`src/rtl/exc_ctrl_pkg.sv`:
```
// Shared types for the exception sequencing controller: request bit indices,
// mcause codes, FSM state encoding and the trap-value source selector.
package exc_ctrl_pkg;

    typedef enum int unsigned {
        EXC_FETCH   = 0,
        EXC_ILLEGAL = 1,
        EXC_ECALL   = 2,
        EXC_EBRK    = 3,
        EXC_LOAD    = 4,
        EXC_STORE   = 5
    } exc_idx_e;

    localparam int unsigned EXC_NUM = 6;

    localparam logic [4:0] CAUSE_FETCH   = 5'd1;
    localparam logic [4:0] CAUSE_ILLEGAL = 5'd2;
    localparam logic [4:0] CAUSE_EBRK    = 5'd3;
    localparam logic [4:0] CAUSE_LOAD    = 5'd5;
    localparam logic [4:0] CAUSE_STORE   = 5'd7;
    localparam logic [4:0] CAUSE_ECALL   = 5'd11;

    typedef enum logic [1:0] {
        IDLE  = 2'd0,
        FLUSH = 2'd1,
        TRAP  = 2'd2
    } exc_state_e;

    typedef enum logic [1:0] {
        TVAL_ZERO  = 2'd0,
        TVAL_INSTR = 2'd1,
        TVAL_LSU   = 2'd2
    } tval_sel_e;

endpackage

```
`src/rtl/exc_prio_enc.sv`:
```
// Fixed-priority exception encoder: store > load > fetch > illegal > ecall > ebrk.
// Purely combinational, zero latency; no flow control.
// Produces the one-hot winner, its mcause code and where mtval comes from.
module exc_prio_enc
    import exc_ctrl_pkg::*;
(
    input  logic [EXC_NUM-1:0] exc_req_i,
    output logic [EXC_NUM-1:0] onehot_o,
    output logic [4:0]         cause_o,
    output tval_sel_e          tval_sel_o
);

    always_comb begin
        onehot_o   = '0;
        cause_o    = '0;
        tval_sel_o = TVAL_ZERO;
        if (exc_req_i[EXC_STORE]) begin
            onehot_o[EXC_STORE] = 1'b1;
            cause_o             = CAUSE_STORE;
            tval_sel_o          = TVAL_LSU;
        end else if (exc_req_i[EXC_LOAD]) begin
            onehot_o[EXC_LOAD] = 1'b1;
            cause_o            = CAUSE_LOAD;
            tval_sel_o         = TVAL_LSU;
        end else if (exc_req_i[EXC_FETCH]) begin
            onehot_o[EXC_FETCH] = 1'b1;
            cause_o             = CAUSE_FETCH;
            tval_sel_o          = TVAL_INSTR;
        end else if (exc_req_i[EXC_ILLEGAL]) begin
            onehot_o[EXC_ILLEGAL] = 1'b1;
            cause_o               = CAUSE_ILLEGAL;
            tval_sel_o            = TVAL_INSTR;
        end else if (exc_req_i[EXC_ECALL]) begin
            onehot_o[EXC_ECALL] = 1'b1;
            cause_o             = CAUSE_ECALL;
        end else if (exc_req_i[EXC_EBRK]) begin
            onehot_o[EXC_EBRK] = 1'b1;
            cause_o            = CAUSE_EBRK;
        end
    end

endmodule

```
`src/rtl/exc_flush_ctrl.sv`:
```
// Exception sequencer: capture winner, run flush handshake, pulse CSR save / PC set.
// Latency: request -> flush_req next cycle; ack -> trap pulse next cycle, IDLE after.
// Backpressure: waits on flush_ack_i up to FlushTimeout cycles, then forces the trap.
module exc_flush_ctrl
    import exc_ctrl_pkg::*;
#(
    parameter int unsigned XLEN         = 32,
    parameter int unsigned FlushTimeout = 16
) (
    input  logic               clk_i,
    input  logic               rst_i,
    input  logic [EXC_NUM-1:0] exc_req_i,
    input  logic [XLEN-1:0]    instr_tval_i,
    input  logic [XLEN-1:0]    lsu_addr_i,
    input  logic               flush_ack_i,
    output logic               flush_req_o,
    output logic               halt_if_o,
    output logic [EXC_NUM-1:0] exc_prio_o,
    output logic [4:0]         exc_cause_o,
    output logic [XLEN-1:0]    exc_tval_o,
    output logic               csr_save_o,
    output logic               pc_set_o,
    output logic               flush_timeout_o
);

    localparam int unsigned CNT_W = $clog2(FlushTimeout + 1);
    localparam logic [CNT_W-1:0] CNT_LAST = CNT_W'(FlushTimeout - 1);

    if (FlushTimeout < 1) begin : g_bad_timeout
        $error("FlushTimeout must be at least 1");
    end

    exc_state_e         state_q;
    logic [CNT_W-1:0]   cnt_q;
    logic [EXC_NUM-1:0] enc_onehot;
    logic [4:0]         enc_cause;
    tval_sel_e          enc_tval_sel;
    logic [XLEN-1:0]    enc_tval;

    exc_prio_enc u_prio_enc (
        .exc_req_i  (exc_req_i),
        .onehot_o   (enc_onehot),
        .cause_o    (enc_cause),
        .tval_sel_o (enc_tval_sel)
    );

    always_comb begin
        enc_tval = '0;
        case (enc_tval_sel)
            TVAL_INSTR: enc_tval = instr_tval_i;
            TVAL_LSU:   enc_tval = lsu_addr_i;
            default:    enc_tval = '0;
        endcase
    end

    always_ff @(posedge clk_i) begin
        if (rst_i) begin
            state_q         <= IDLE;
            cnt_q           <= '0;
            exc_prio_o      <= '0;
            exc_cause_o     <= '0;
            exc_tval_o      <= '0;
            flush_timeout_o <= 1'b0;
        end else begin
            case (state_q)
                IDLE: begin
                    if (|exc_req_i) begin
                        exc_prio_o  <= enc_onehot;
                        exc_cause_o <= enc_cause;
                        exc_tval_o  <= enc_tval;
                        cnt_q       <= '0;
                        state_q     <= FLUSH;
                    end
                end
                FLUSH: begin
                    if (cnt_q != {CNT_W{1'b1}}) begin
                        cnt_q <= cnt_q + 1'b1;
                    end
                    // An ack landing on the last allowed cycle is a clean flush.
                    if (flush_ack_i) begin
                        state_q <= TRAP;
                    end else if (cnt_q == CNT_LAST) begin
                        state_q         <= TRAP;
                        flush_timeout_o <= 1'b1;
                    end
                end
                TRAP: begin
                    state_q <= IDLE;
                end
                default: begin
                    state_q <= IDLE;
                end
            endcase
        end
    end

    assign flush_req_o = (state_q == FLUSH);
    assign halt_if_o   = (state_q != IDLE);
    assign csr_save_o  = (state_q == TRAP);
    assign pc_set_o    = (state_q == TRAP);

    a_prio_onehot_in_flush: assert property (
        @(posedge clk_i) disable iff (rst_i)
        (state_q == FLUSH) |-> $onehot(exc_prio_o)
    );

    a_csr_save_single: assert property (
        @(posedge clk_i) disable iff (rst_i)
        csr_save_o |=> !csr_save_o
    );

endmodule
```
`config.mk`:
```
export PLATFORM = sky130hd
export DESIGN_NAME = exc_flush_ctrl
export DESIGN_NICKNAME = d
export VERILOG_FILES = /design/src/rtl/exc_ctrl_pkg.sv /design/src/rtl/exc_prio_enc.sv /design/src/rtl/exc_flush_ctrl.sv
export SDC_FILE = /design/constraint.sdc
export NUM_CORES = 1
export LEC_CHECK = 0
export CORE_ASPECT_RATIO = 1.75
export CORE_MARGIN = 3
export CORE_UTILIZATION = 42
export CTS_CLUSTER_DIAMETER = 100
export DETAILED_ROUTE_END_ITERATION = 6
export PLACE_DENSITY_LB_ADDON = 0.3
export SYNTH_ARGS = -nofsm -noshare
export SYNTH_HDL_FRONTEND = slang
export SYNTH_HIERARCHICAL = 1
export SYNTH_SLANG_ARGS = --single-unit
```
`constraint.sdc`:
```
create_clock -name clk_i -period 2.4 [get_ports clk_i]
set_input_delay 0.24 -clock clk_i [delete_from_list [all_inputs] [get_ports clk_i]]
set_output_delay 0.24 -clock clk_i [all_outputs]
set_load 0.03 [all_outputs]
```
==> summary.txt <==
Run status
  – Outcome: complete, no violations

STA
  – Setup TNS: 0 ps
  – Final Max Slew Viols: 0
  – RSZ-0062 raised after global routing: no
  – Clock skew: 3.35 ps
  – Hold Vio Cnt, Final: 0
  – Worst-margin pin slew: ~620 ps
  – F_max: 0.457 GHz
  – Rel. slew slack: 58.7%
  – WHS: 472 ps
  – Period utilization: 91.2%
  – # setup viols final: 0
  – Fin crit period: 2190 ps

Drt
  – Routed len/inst: 14.4 um
  – Final ANT Viol Nets: 0
  – DR DRC count: 0
  – Detailed Route Iter0 Violations: 128
  – Via Count: 2523
  – Vias per Instance: between 5 and 6
  – Routed WL: 7110 um
  – Pre-antenna DRT Iters: 4

Synth
  – Avg Cell Area, Syn: a little over 9 sq um
  – Synth top area cells: dfxtp_1, mux2i_1, nand2b_1
  – Seq/Total Area, Yosys: 36.9%
  – Distinct cells, synth: 36
  – Syn Inst Count: 304
  – Synth Cell Area: 0.00277 sq mm
  – Syn nets: 382
  – Synth Register Bits: 51
  – Yosys warnings: 6
  – Area leader, netlist: dfxtp_1
  – Area share of the largest cell type after synthesis: 36.9%

Critical path
  – Crit-path max FO: 7
  – Critical Path End Type: flop
  – Worst path arrival time: 2390 ps
  – CP Launch Type: flop
  – CP Class: flop to flop
  – Critical Path RT: ~2600 ps

Global routing
  – Total grt overflow: 0
  – Initial antenna violation count: 0
  – Largest net degree at the start of global routing: 40
  – Number of global-route vias before repair: 2500
  – Total GRT Usage: 19.2%
  – Global-route wire length before repair: 11400 um

Layout
  – Layout net count: slightly below 500
  – Filler cell count: 592
  – Share of cells above drive strength 1: ~6%
  – Syn-to-layout area delta: 48.3%
  – Design area: 0.00410 sq mm
  – Diodes inserted: 0
  – Multi-input gate area: 0.00158 sq mm
  – Utilization after layout: between 60% and 70%
  – Cell Count, Final, Fillers Out: 495
  – Register area: 0.00102 sq mm

Floorplan
  – Chip Width: 67.4 um
  – Core region area: between 0.006 and 0.007 sq mm
  – Core Rows: 38
  – Chip height: 113 um
  – Starting density of the core: 44.1%
  – IO Pins: 121
  – Die area: 0.00763 sq mm

Placement
  – Placed Instances: about 490
  – Detailed-placement wirelength estimate: about 5300 um
  – Total placed instance area: roughly 0.0040 sq mm
  – Final GP Congestion: 0.750
  – Port buffer count: 120

Clock tree
  – Clock Path Buffers: 2
  – Clock Latency Late Sink: around 300 ps
  – H-tree depth: 2
  – Setup repair bufs after CTS: 0
  – Clock root buffer: clkbuf_8
  – CTS buffer count: 5
  – CTS tree: done
  – Post-CTS Resized: 0
  – Clock sink count: 51
  – Hold-fix buffers at CTS: 0
  – Clock-pin slew on the worst setup and hold paths: 90 ps

Power and ir drop
  – Pwr/cell area: 502 mW/mm^2
  – Leak: ~1.6 nW
  – Peak VDD IR: 286 uV

Hold path
  – HP Class: flop to flop

Job
  – Max_cap viols: 0
[per-layer routing]
layer / vias up / share of wire [%] / routed length [um] / track usage, %
li1: 1260 / - / - / -
met1: 1181 / 37 / 2610 / 20.2
met2: 71 / 57 / 4020 / 35.6
met3: 11 / 4.4 / 311 / 3.08
met4: 0 / 2.3 / 165 / 8.54
met5: - / 0 / 0 / 0
[sequential cells by signal, indices dropped and copies added, names as in the netlist]
name	cells
cnt_q	5
exc_cause_o	5
exc_tval_o	32
exc_prio_o	6
state_q	2
flush_timeout_o	1
[cell usage after synthesis]
master,count
or2b_1,1
and3b_1,1
clkbuf_1,16
nor3b_1,3
o31ai_1,2
a41oi_1,1
nand2_1,35
and2_2,1
a21oi_1,4
and2b_2,1
buf_4,6
a31oi_1,1
o221ai_1,1
and3_1,2
or2_4,1
a311oi_1,1
nor2b_1,2
nand3b_1,2
a211oi_1,1
conb_1,1
nand3_1,2
nor4_4,1
ha_1,5
buf_6,4
nor2_1,11
a21o_1,1
or2_1,1
nand2b_1,56
a22o_1,32
nor3_1,3
inv_1,6
o21ai_0,3
nor3_2,1
a221oi_1,1
mux2i_1,43
dfxtp_1,51
[worst max-delay path, cell delays in order (launching register included)]
cell      delay (ps)
dfxtp_1          380
ha_1             260
and3_1           220
ha_1             250
nor3b_1          550
a21oi_1          160
a311oi_1         280
[where the power goes]
part	internal, W	leakage [nW]	switching (W)
combinational	0.000332	1.14	0.000300
sequential	0.000897	0.416	0.0000322
clock	0.000227	0.0470	0.000274
total	0.00146	1.60	0.000606
[cell type report]
type,instances,area share [%]
inverters,6,0.549
clock buffers,6,2.01
multi-input cells,221,38.4
flip-flops and latches,51,24.9
repair buffers,130,31.6
clock inverters,1,0.122
well taps,80,2.44
[stage by stage]
| step | power (W) | setup WS [ps] |
|---|---|---|
| finish | 0.00206 | 211 |
| floorplan | 0.00131 | 602 |
| global placement | 0.00158 | 331 |
| detailed placement | 0.00158 | 254 |
| CTS | 0.00209 | 236 |
| global route | 0.00216 | 32.0 |
[placed cells by master (no fill, tap or decap), drive strengths merged]
| cell type | netlist | layout |
|---|---|---|
| a31oi | 1 | 1 |
| nor2b | 2 | 2 |
| o21ai | 3 | 3 |
| inv | 6 | 6 |
| clkinv | 0 | 1 |
| conb | 1 | 1 |
| ha | 5 | 5 |
| and3 | 2 | 2 |
| nand2 | 35 | 35 |
| clkdlybuf4s50 | 0 | 119 |
| nor3 | 4 | 4 |
| or2 | 2 | 2 |
| buf | 10 | 11 |
| a221oi | 1 | 1 |
| nor3b | 3 | 3 |
| nand3b | 2 | 2 |
| clkbuf | 16 | 6 |
| o31ai | 2 | 2 |
| a21o | 1 | 1 |
| mux2i | 43 | 43 |
| o221ai | 1 | 1 |
| a41oi | 1 | 1 |
| a211oi | 1 | 1 |
| nand2b | 56 | 56 |
| nor4 | 1 | 1 |
| nor2 | 11 | 11 |
| a311oi | 1 | 1 |
| or2b | 1 | 1 |
| dfxtp | 51 | 51 |
| and2 | 1 | 1 |
| a22o | 32 | 32 |
| and3b | 1 | 1 |
| and2b | 1 | 1 |
| a21oi | 4 | 4 |
| nand3 | 2 | 2 |
[kinds of logic after synthesis]
group                      share of synthesized area [%]
and+or+nand+nor                                     24.9
DFF                                                 36.9
buffers and inverters                               6.24
muxes                                               15.6
other                                              0.136
adders and majority gates                           2.26
AOI/OAI and AO/OA                                   14.0
[final timing paths]
| check | from | to | cells after the start | slack (ps) |
|---|---|---|---|---|
| worst min-delay path | flush_timeout_o | flush_timeout_o | 2 | 470 |
| worst max-delay path | cnt_q[0] | cnt_q[2] | 6 | 210 |
| worst max register to register | cnt_q[0] | cnt_q[2] | 6 | 210 |
| worst min register to register | flush_timeout_o | flush_timeout_o | 2 | 470 |
No activity file was read; power rests on OpenSTA's default activity.
